$ cat src/rtl/hazard_scoreboard_unit_pkg.sv
// Shared core definitions for the hazard scoreboard: register/data widths and MDU countdown states.
package hazard_scoreboard_unit_pkg;
  localparam int ADDR_W    = 5;
  localparam int DATA_W    = 32;
  localparam int MDU_LAT_W = 6;

  typedef enum logic {
    MDU_IDLE = 1'b0,
    MDU_BUSY = 1'b1
  } mdu_state_t;

  // A zero latency still occupies HI/LO for one cycle.
  function automatic logic [MDU_LAT_W-1:0] mdu_lat_load(input logic [MDU_LAT_W-1:0] lat);
    return (lat == '0) ? MDU_LAT_W'(1) : lat;
  endfunction
endpackage

$ cat src/rtl/hazard_scoreboard_unit_fwd_port_sel.sv
// One ID read port: youngest-first operand forwarding and load-use hazard detection.
module fwd_port_sel
  import hazard_scoreboard_unit_pkg::*;
#(
  parameter int NUM_FWD = 2
) (
  input  logic                      rd_use,
  input  logic [ADDR_W-1:0]         rd_addr,
  input  logic [DATA_W-1:0]         rf_data,
  input  logic [NUM_FWD-1:0]        fwd_we,
  input  logic [NUM_FWD*ADDR_W-1:0] fwd_addr,
  input  logic [NUM_FWD*DATA_W-1:0] fwd_data,
  input  logic [NUM_FWD-1:0]        fwd_clean,
  output logic [DATA_W-1:0]         rd_data,
  output logic                      hazard
);
  logic hit;
  logic hit_clean;

  // Walk oldest to youngest so the lowest-index match is the last write and wins.
  always_comb begin
    rd_data   = rf_data;
    hit       = 1'b0;
    hit_clean = 1'b1;
    for (int i = NUM_FWD - 1; i >= 0; i--) begin
      if (fwd_we[i] && (fwd_addr[i*ADDR_W +: ADDR_W] == rd_addr)) begin
        rd_data   = fwd_data[i*DATA_W +: DATA_W];
        hit       = 1'b1;
        hit_clean = fwd_clean[i];
      end
    end
  end

  assign hazard = rd_use && (rd_addr != '0) && hit && !hit_clean;
endmodule

$ cat src/rtl/hazard_scoreboard_unit.sv
// Pipeline hazard scoreboard: forwarding, load-use and HI/LO stalls, MDU countdown.
// Optional stall performance counter enabled by defining HAZARD_PERF_CNT_EN.
//
// state    | meaning
// MDU_IDLE | no HI/LO result outstanding
// MDU_BUSY | multiply/divide in flight, mdu_cnt cycles until HI/LO is written
module hazard_scoreboard_unit
  import hazard_scoreboard_unit_pkg::*;
#(
  parameter int NUM_RD  = 2,
  parameter int NUM_FWD = 2,
  parameter int CNT_W   = 16
) (
  input  logic                      clk,
  input  logic                      rst,
  input  logic [NUM_RD-1:0]         id_rd_use,
  input  logic [NUM_RD*ADDR_W-1:0]  id_rd_addr,
  input  logic [NUM_RD*DATA_W-1:0]  wb_rd_data,
  input  logic [NUM_FWD-1:0]        fwd_we,
  input  logic [NUM_FWD*ADDR_W-1:0] fwd_addr,
  input  logic [NUM_FWD*DATA_W-1:0] fwd_data,
  input  logic [NUM_FWD-1:0]        fwd_clean,
  input  logic                      id_use_hilo,
  input  logic                      mdu_start,
  input  logic [MDU_LAT_W-1:0]      mdu_lat,
  input  logic                      flush,
  output logic [NUM_RD*DATA_W-1:0]  rd_data_latest,
  output logic                      pc_en,
  output logic                      if_id_en,
  output logic                      id_ex_clr,
  output logic                      mdu_busy,
  output logic [CNT_W-1:0]          stall_cnt
);
  logic [NUM_RD-1:0]    reg_haz;
  logic                 hilo_haz;
  logic                 stall;
  mdu_state_t           mdu_state;
  logic [MDU_LAT_W-1:0] mdu_cnt;

  for (genvar p = 0; p < NUM_RD; p++) begin : g_port
    fwd_port_sel #(.NUM_FWD(NUM_FWD)) u_fwd_port_sel (
      .rd_use    (id_rd_use[p]),
      .rd_addr   (id_rd_addr[p*ADDR_W +: ADDR_W]),
      .rf_data   (wb_rd_data[p*DATA_W +: DATA_W]),
      .fwd_we    (fwd_we),
      .fwd_addr  (fwd_addr),
      .fwd_data  (fwd_data),
      .fwd_clean (fwd_clean),
      .rd_data   (rd_data_latest[p*DATA_W +: DATA_W]),
      .hazard    (reg_haz[p])
    );
  end

  assign hilo_haz  = id_use_hilo && (mdu_busy || mdu_start);
  assign stall     = ((|reg_haz) || hilo_haz) && !flush;
  assign pc_en     = !stall;
  assign if_id_en  = !stall;
  assign id_ex_clr = stall || flush;
  assign mdu_busy  = (mdu_state == MDU_BUSY);

  always_ff @(posedge clk or posedge rst) begin
    if (rst) begin
      mdu_state <= MDU_IDLE;
      mdu_cnt   <= '0;
    end else if (flush) begin
      mdu_state <= MDU_IDLE;
      mdu_cnt   <= '0;
    end else if (mdu_start) begin
      mdu_state <= MDU_BUSY;
      mdu_cnt   <= mdu_lat_load(mdu_lat);
    end else begin
      case (mdu_state)
        MDU_BUSY: begin
          if (mdu_cnt == MDU_LAT_W'(1)) begin
            mdu_state <= MDU_IDLE;
            mdu_cnt   <= '0;
          end else begin
            mdu_cnt <= mdu_cnt - 1'b1;
          end
        end
        default: begin
          mdu_state <= MDU_IDLE;
          mdu_cnt   <= '0;
        end
      endcase
    end
  end

`ifdef HAZARD_PERF_CNT_EN
  always_ff @(posedge clk or posedge rst) begin
    if (rst) begin
      stall_cnt <= '0;
    end else if (stall && (stall_cnt != '1)) begin
      stall_cnt <= stall_cnt + 1'b1;
    end
  end
`else
  assign stall_cnt = '0;
`endif
endmodule

$ cat config.mk
export PLATFORM = sky130hd
export DESIGN_NAME = hazard_scoreboard_unit
export DESIGN_NICKNAME = d
export VERILOG_FILES = /design/src/rtl/hazard_scoreboard_unit_pkg.sv /design/src/rtl/hazard_scoreboard_unit_fwd_port_sel.sv /design/src/rtl/hazard_scoreboard_unit.sv
export SDC_FILE = /design/constraint.sdc
export NUM_CORES = 1
export LEC_CHECK = 0
export ABC_CLOCK_PERIOD_IN_PS = 2200
export CORE_MARGIN = 4
export CORE_UTILIZATION = 30
export DETAILED_ROUTE_END_ITERATION = 6
export MAX_ROUTING_LAYER = met4
export PLACE_DENSITY = 0.79
export SYNTH_ARGS = -nofsm -noshare
export SYNTH_HDL_FRONTEND = slang
export SYNTH_HIERARCHICAL = 1
export SYNTH_SLANG_ARGS = --single-unit
$ cat constraint.sdc
create_clock -name clk -period 2.2 [get_ports clk]
set_clock_uncertainty 0.05 [all_clocks]
set_input_delay 0.44 -clock clk [delete_from_list [all_inputs] [get_ports clk]]
set_output_delay 0.44 -clock clk [all_outputs]
set_load 0.1 [all_outputs]
; ---- Word-level counts from Yosys, hierarchy flattened
; Index checks and enable logic that the tools add are counted.
; Widths: inputs -> output; s select.
[word_totals]
reg_bits = 7
inputBits = 165
out_inout_bits = 84
word_cells = 52
[classes]
addsub = 1
eq_ne = 5
muxes = 21
n_reduce_logical = 23
[ops]
columns = cell, n
row1 = $mux 32, 4
row2 = $mux 6, 5
row3 = $eq 5x5->1, 4
row4 = $logic_and 1x1->1, 12
row5 = $mux 1, 12
row6 = $reduce_bool 5->1, 2
row7 = $eq 6x1->1 const B, 1
row8 = $logic_not 6->1, 1
row9 = $sub 6x1->6 const B, 1
row10 = $logic_not 1->1, 4
row11 = $logic_or 1x1->1, 3
row12 = $reduce_or 2->1, 1

; ---- Longest topological paths before layout
[depth]
word_depth = 10
depth_mapped = 9
mapped_depth_nobuf = 7

; ---- By module
; The synthesis kept the hierarchy.
[by_module_without_submodules]
columns = module, instances, cells_per_inst, area_each_um2, seq_area_each_um2
row1 = fwd_port_sel, 2, 177, 1209.9, 0.0
row2 = hazard_scoreboard_unit, 1, 68, 564.3, 175.2

; ---- Worst setup path after synthesis
; No wires, ideal clock.
[synth_path]
kind = in2out
start = in fwd_addr[1]
end = out rd_data_latest[30]
arrival_ns = 2.853
required_ns = 1.710
path_slack_ns = -1.143
path_stages = 5
n_path_buf = 1
path_cell_list = xnor2_1 -> nand4_2 -> or2_1 -> buf_2 -> a31oi_1
[synth_via]
elab_chain_cells = 3
[synth_lines]
columns = item, line_no
row1 = start: declaration, hazard_scoreboard_unit.sv:20  ; input logic [NUM_FWD*ADDR_W-1:0] fwd_addr,
row2 = $eq 5x5->1, hazard_scoreboard_unit_fwd_port_sel.sv:26  ; if (fwd_we[i] && (fwd_addr[i*ADDR_W +: ADDR_W] == rd_addr)) begin
row3 = $logic_and 1x1->1, hazard_scoreboard_unit_fwd_port_sel.sv:26
row4 = $mux 32, hazard_scoreboard_unit_fwd_port_sel.sv:26
row5 = end: declaration, hazard_scoreboard_unit.sv:27  ; output logic [NUM_RD*DATA_W-1:0] rd_data_latest,
; No other way between the ends.

; ---- Worst setup path after layout
[layout_path]
start = in fwd_addr[6]
end = out if_id_en
[layout_via]
elab_chain_cells = 10
word_cells_on_any_way = 22
classes_between = eq/ne: 2 / mux: 8 / reduce/logical: 12
[layout_lines]
columns = item, line_no
row1 = $eq 5x5->1 *, hazard_scoreboard_unit_fwd_port_sel.sv:26
row2 = $logic_and 1x1->1 *, hazard_scoreboard_unit_fwd_port_sel.sv:26
row3 = $mux 1 (2 in series), hazard_scoreboard_unit_fwd_port_sel.sv:26
row4 = $logic_and 1x1->1 or $logic_not 1->1 (tied branches), hazard_scoreboard_unit_fwd_port_sel.sv:34  ; assign hazard = rd_use && (rd_addr != '0) && hit && !hit_clean;
row5 = $logic_and 1x1->1 *, hazard_scoreboard_unit_fwd_port_sel.sv:34
row6 = net reg_haz[1], hazard_scoreboard_unit.sv:34  ; logic [NUM_RD-1:0] reg_haz;
row7 = $reduce_or 2->1 *, hazard_scoreboard_unit.sv:55  ; assign stall = ((|reg_haz) || hilo_haz) && !flush;
row8 = $logic_or 1x1->1 *, hazard_scoreboard_unit.sv:55
row9 = $logic_and 1x1->1 *, hazard_scoreboard_unit.sv:55
row10 = $logic_not 1->1 *, hazard_scoreboard_unit.sv:57  ; assign if_id_en = !stall;
row11 = end: declaration, hazard_scoreboard_unit.sv:29  ; output logic if_id_en,
; The timed path passes the listed nets; every way through them passes the cells marked *.

==> qor.txt <==
Core area - 9730 um^2
Reg-to-Reg Start - mdu_cnt[0]$_DFF_PP0_
Min-delay worst type - primary input to async pin
Pleak - 2.60 nW
Reg clk slew, reported paths - 0.04 ns
Reg2Reg Setup Slack - 0.79 ns
# diodes - 0
Post-synth EDFFs - 0
Flop pwr share - 0.054
Minimum clock period - 2.61 ns
Std-Cell Rows - 36
CTS Sinks - 7
Clock buffer count from CTS - 3
Initial core utilization - 0.307
Ys async rst share - 1.00
Main flop type after synthesis - dfrtp_1
Finished Layout Cells - 789
Routed wire per std cell - 24.1 um
Fill count - 585
Vias in the first global route - 4926
Final nets - 824
Vert. Die Dim - 108 um
Final count of pins violating max slew - 0
Synth top cells by count - 68 x nor3_1, 67 x nand4_1, 60 x a31oi_2
Clk Latency, worst-skew pair - 0.23 ns
Fmax - 384 MHz
Clk network pwr share - 0.065
Syn Area/Cell - 7.07 um^2
Int Power - 1.25 mW
Comb power frac - 0.882
Area share of the largest cell type after synthesis - 0.252
Data required, critical path - 1.71 ns
Vias - 4809
Kind of critical path - primary input to output port
Yosys warning total - 6
Power per Cell Area - 363 nW/um^2
H-tree depth - 1
P_sw - 1.58 mW
Period utilization - 1.19
PortBufs - 232
Syn-to-layout area delta - 161%
Largest net degree at the start of global routing - 49
Post-Syn Instances - 422
Crit-path max FO - 2
Final Util - 0.802
Share of layout cells above drive strength 1 - 0.456
Total negative slack - -15.00 ns
Crit path to - if_id_en
Initial antenna violation count - 0
DP Wirelength - 12500 um
TritonCTS clock tree - yes
Netlist Area Pre-Place - 2980 um^2
Post-synth top area cell - a31oi_2
Worst Setup Start Kind - primary input
VDD IR max - 0.474 mV
First-pass GRT wire length - 26700 um
Crit. Startpoint - fwd_addr[6]
Crit-path cells - buf_6, buf_6, xnor2_4, nand4_1, or3_4, a211oi_2, nor2_1, nand2_1, buf_6, nand2b_4, buf_12
Setup violations, final - 67
CTS root buffer - clkbuf_8
Worst R2R End - mdu_cnt[4]$_DFF_PP0_
GRT overflow - 0
Placed Instances - 762
CTS max path bufs - 2
WP data arrival - 2.12 ns
Max_cap viols - 0
Die area - 11600 um^2
Failing checks - negative setup slack
GRT Total Usage - 0.299
Slack of the critical path - -0.407 ns
Status - finished, violations left
Most used cell along the critical path - buf_6
Endpoints failing hold - 0
Top-count cell post-synth - nor3_1
Die width - 108 um
I/O pin total - 249
Crit-path slowest cell - or3_4
DR DRC count - 0
CTS hold repair buffers - 0
Number of synthesized register bits - 7
Worst Reg-to-Reg Cells - 5
Pre-antenna DRT Iters - 5
Iteration-0 DRC Markers - 298
Post-synthesis sequential area ratio - 0.0587
Routed WL - 19000 um
CP max stage delay - 0.41 ns
Synth cell types - 36
Worst Hold Margin - 0.391 ns
Synth area leaders - a31oi_2 25%, nand4_1 14%, nor3_1 11%
Sw frac - 0.558
Placer Congestion - 0.908
Antenna-violating nets left - 0
Vias per inst - 6.10
RSZ-0062 raised after global routing - yes
Crit. End Element - output port
Dpl ws - -0.921 ns
cell type report:
cell class	count	area, um^2	share of cell area
clock buffer	3	41.3	0.00529
sequential	7	175	0.0225
inverter	7	26.3	0.00337
tap	133	166	0.0213
timing repair buffer	287	3680	0.472
clock inverter	1	5.00	0.000642
multi-input combinational	351	3700	0.475
cell families (layout without fill, tap and decap cells):
family,after synthesis,count (layout),share of synthesized area
compound gates,143,143,0.402
xor+xnor,23,23,0.0725
fa+ha+maj,2,2,0.00838
buf+inv,79,298,0.140
flops,7,7,0.0587
other cells,1,16,0.00126
simple gates,167,167,0.317
cells in the final DEF (no fill, tap or decap), drive strengths merged:
master,netlist,routed
clkbuf,37,8
ha,2,2
nor3b,2,2
nand4,69,69
buf,35,139
clkinv,0,1
a211oi,4,4
o21ai,68,68
or3,2,2
and4,2,2
a31oi,65,65
nor2b,1,1
xnor2,22,22
or2,3,3
nor4,1,1
a311o,1,1
xor2,1,1
nor3,68,68
nand3b,1,1
nor2,6,6
nand2,9,9
dfrtp,7,7
conb,1,16
o21a,1,1
or4,2,2
inv,7,7
a21oi,4,4
clkdlybuf4s50,0,142
nand2b,1,1
dlygate4sd2,0,1
repair_timing:
action,CTS,global route
endpoints found under the setup margin,67,67
cloned,7,4
setup buffers,18,10
pin swaps,58,56
resized for setup,154,114
endpoints found under the hold margin,0,0
critical path: cells and delay by family:
| family | cells | cell delay, ns |
|---|---|---|
| xor gates and xnor gates | 1 | 0.16 |
| and+or+nand+nor | 5 | 0.82 |
| buffers and inverters | 4 | 0.50 |
| AOI/OAI and AO/OA | 1 | 0.20 |
power by group through the flow:
stage               clock (mW)  sequential [mW]  combinational, mW
detailed placement           0            0.153               2.31
finish                   0.183            0.152               2.50
CTS                      0.186            0.151               2.41
floorplan                    0            0.160               1.38
global route             0.198            0.153               2.56
global placement             0            0.151               2.29
registers in the layout (all words and copies together), names as in the netlist:
name and flops:
mdu_busy 1, mdu_cnt 6
worst min-delay path by stage:
stage                               from                   end  slack (ns)  cells past startpoint
finish                               rst  mdu_cnt[0]$_DFF_PP0_        0.39                      2
global route                         rst  mdu_cnt[2]$_DFF_PP0_        0.42                      2
CTS                                  rst  mdu_cnt[0]$_DFF_PP0_        0.40                      2
detailed placement  mdu_cnt[4]$_DFF_PP0_  mdu_cnt[4]$_DFF_PP0_        0.56                      2
global placement    mdu_cnt[5]$_DFF_PP0_  mdu_cnt[5]$_DFF_PP0_        0.53                      2
floorplan                            rst    mdu_busy$_DFF_PP0_        0.19                      1
stage by stage:
step	instance area, um^2	power (mW)
global placement	6940	2.44
floorplan	3880	1.54
finish	7800	2.83
CTS	7450	2.75
detailed placement	6940	2.47
global route	7800	2.92
routing by layer:
layer / up-vias / share of wire / track usage
li1: 2104 / - / -
met2: 286 / 0.53 / 0.551
met4: 0 / 0.031 / 0.0812
met1: 2363 / 0.36 / 0.336
met5: - / 0 / -
met3: 56 / 0.080 / 0.0444
Note: power is estimated with default switching activity, not from simulation.
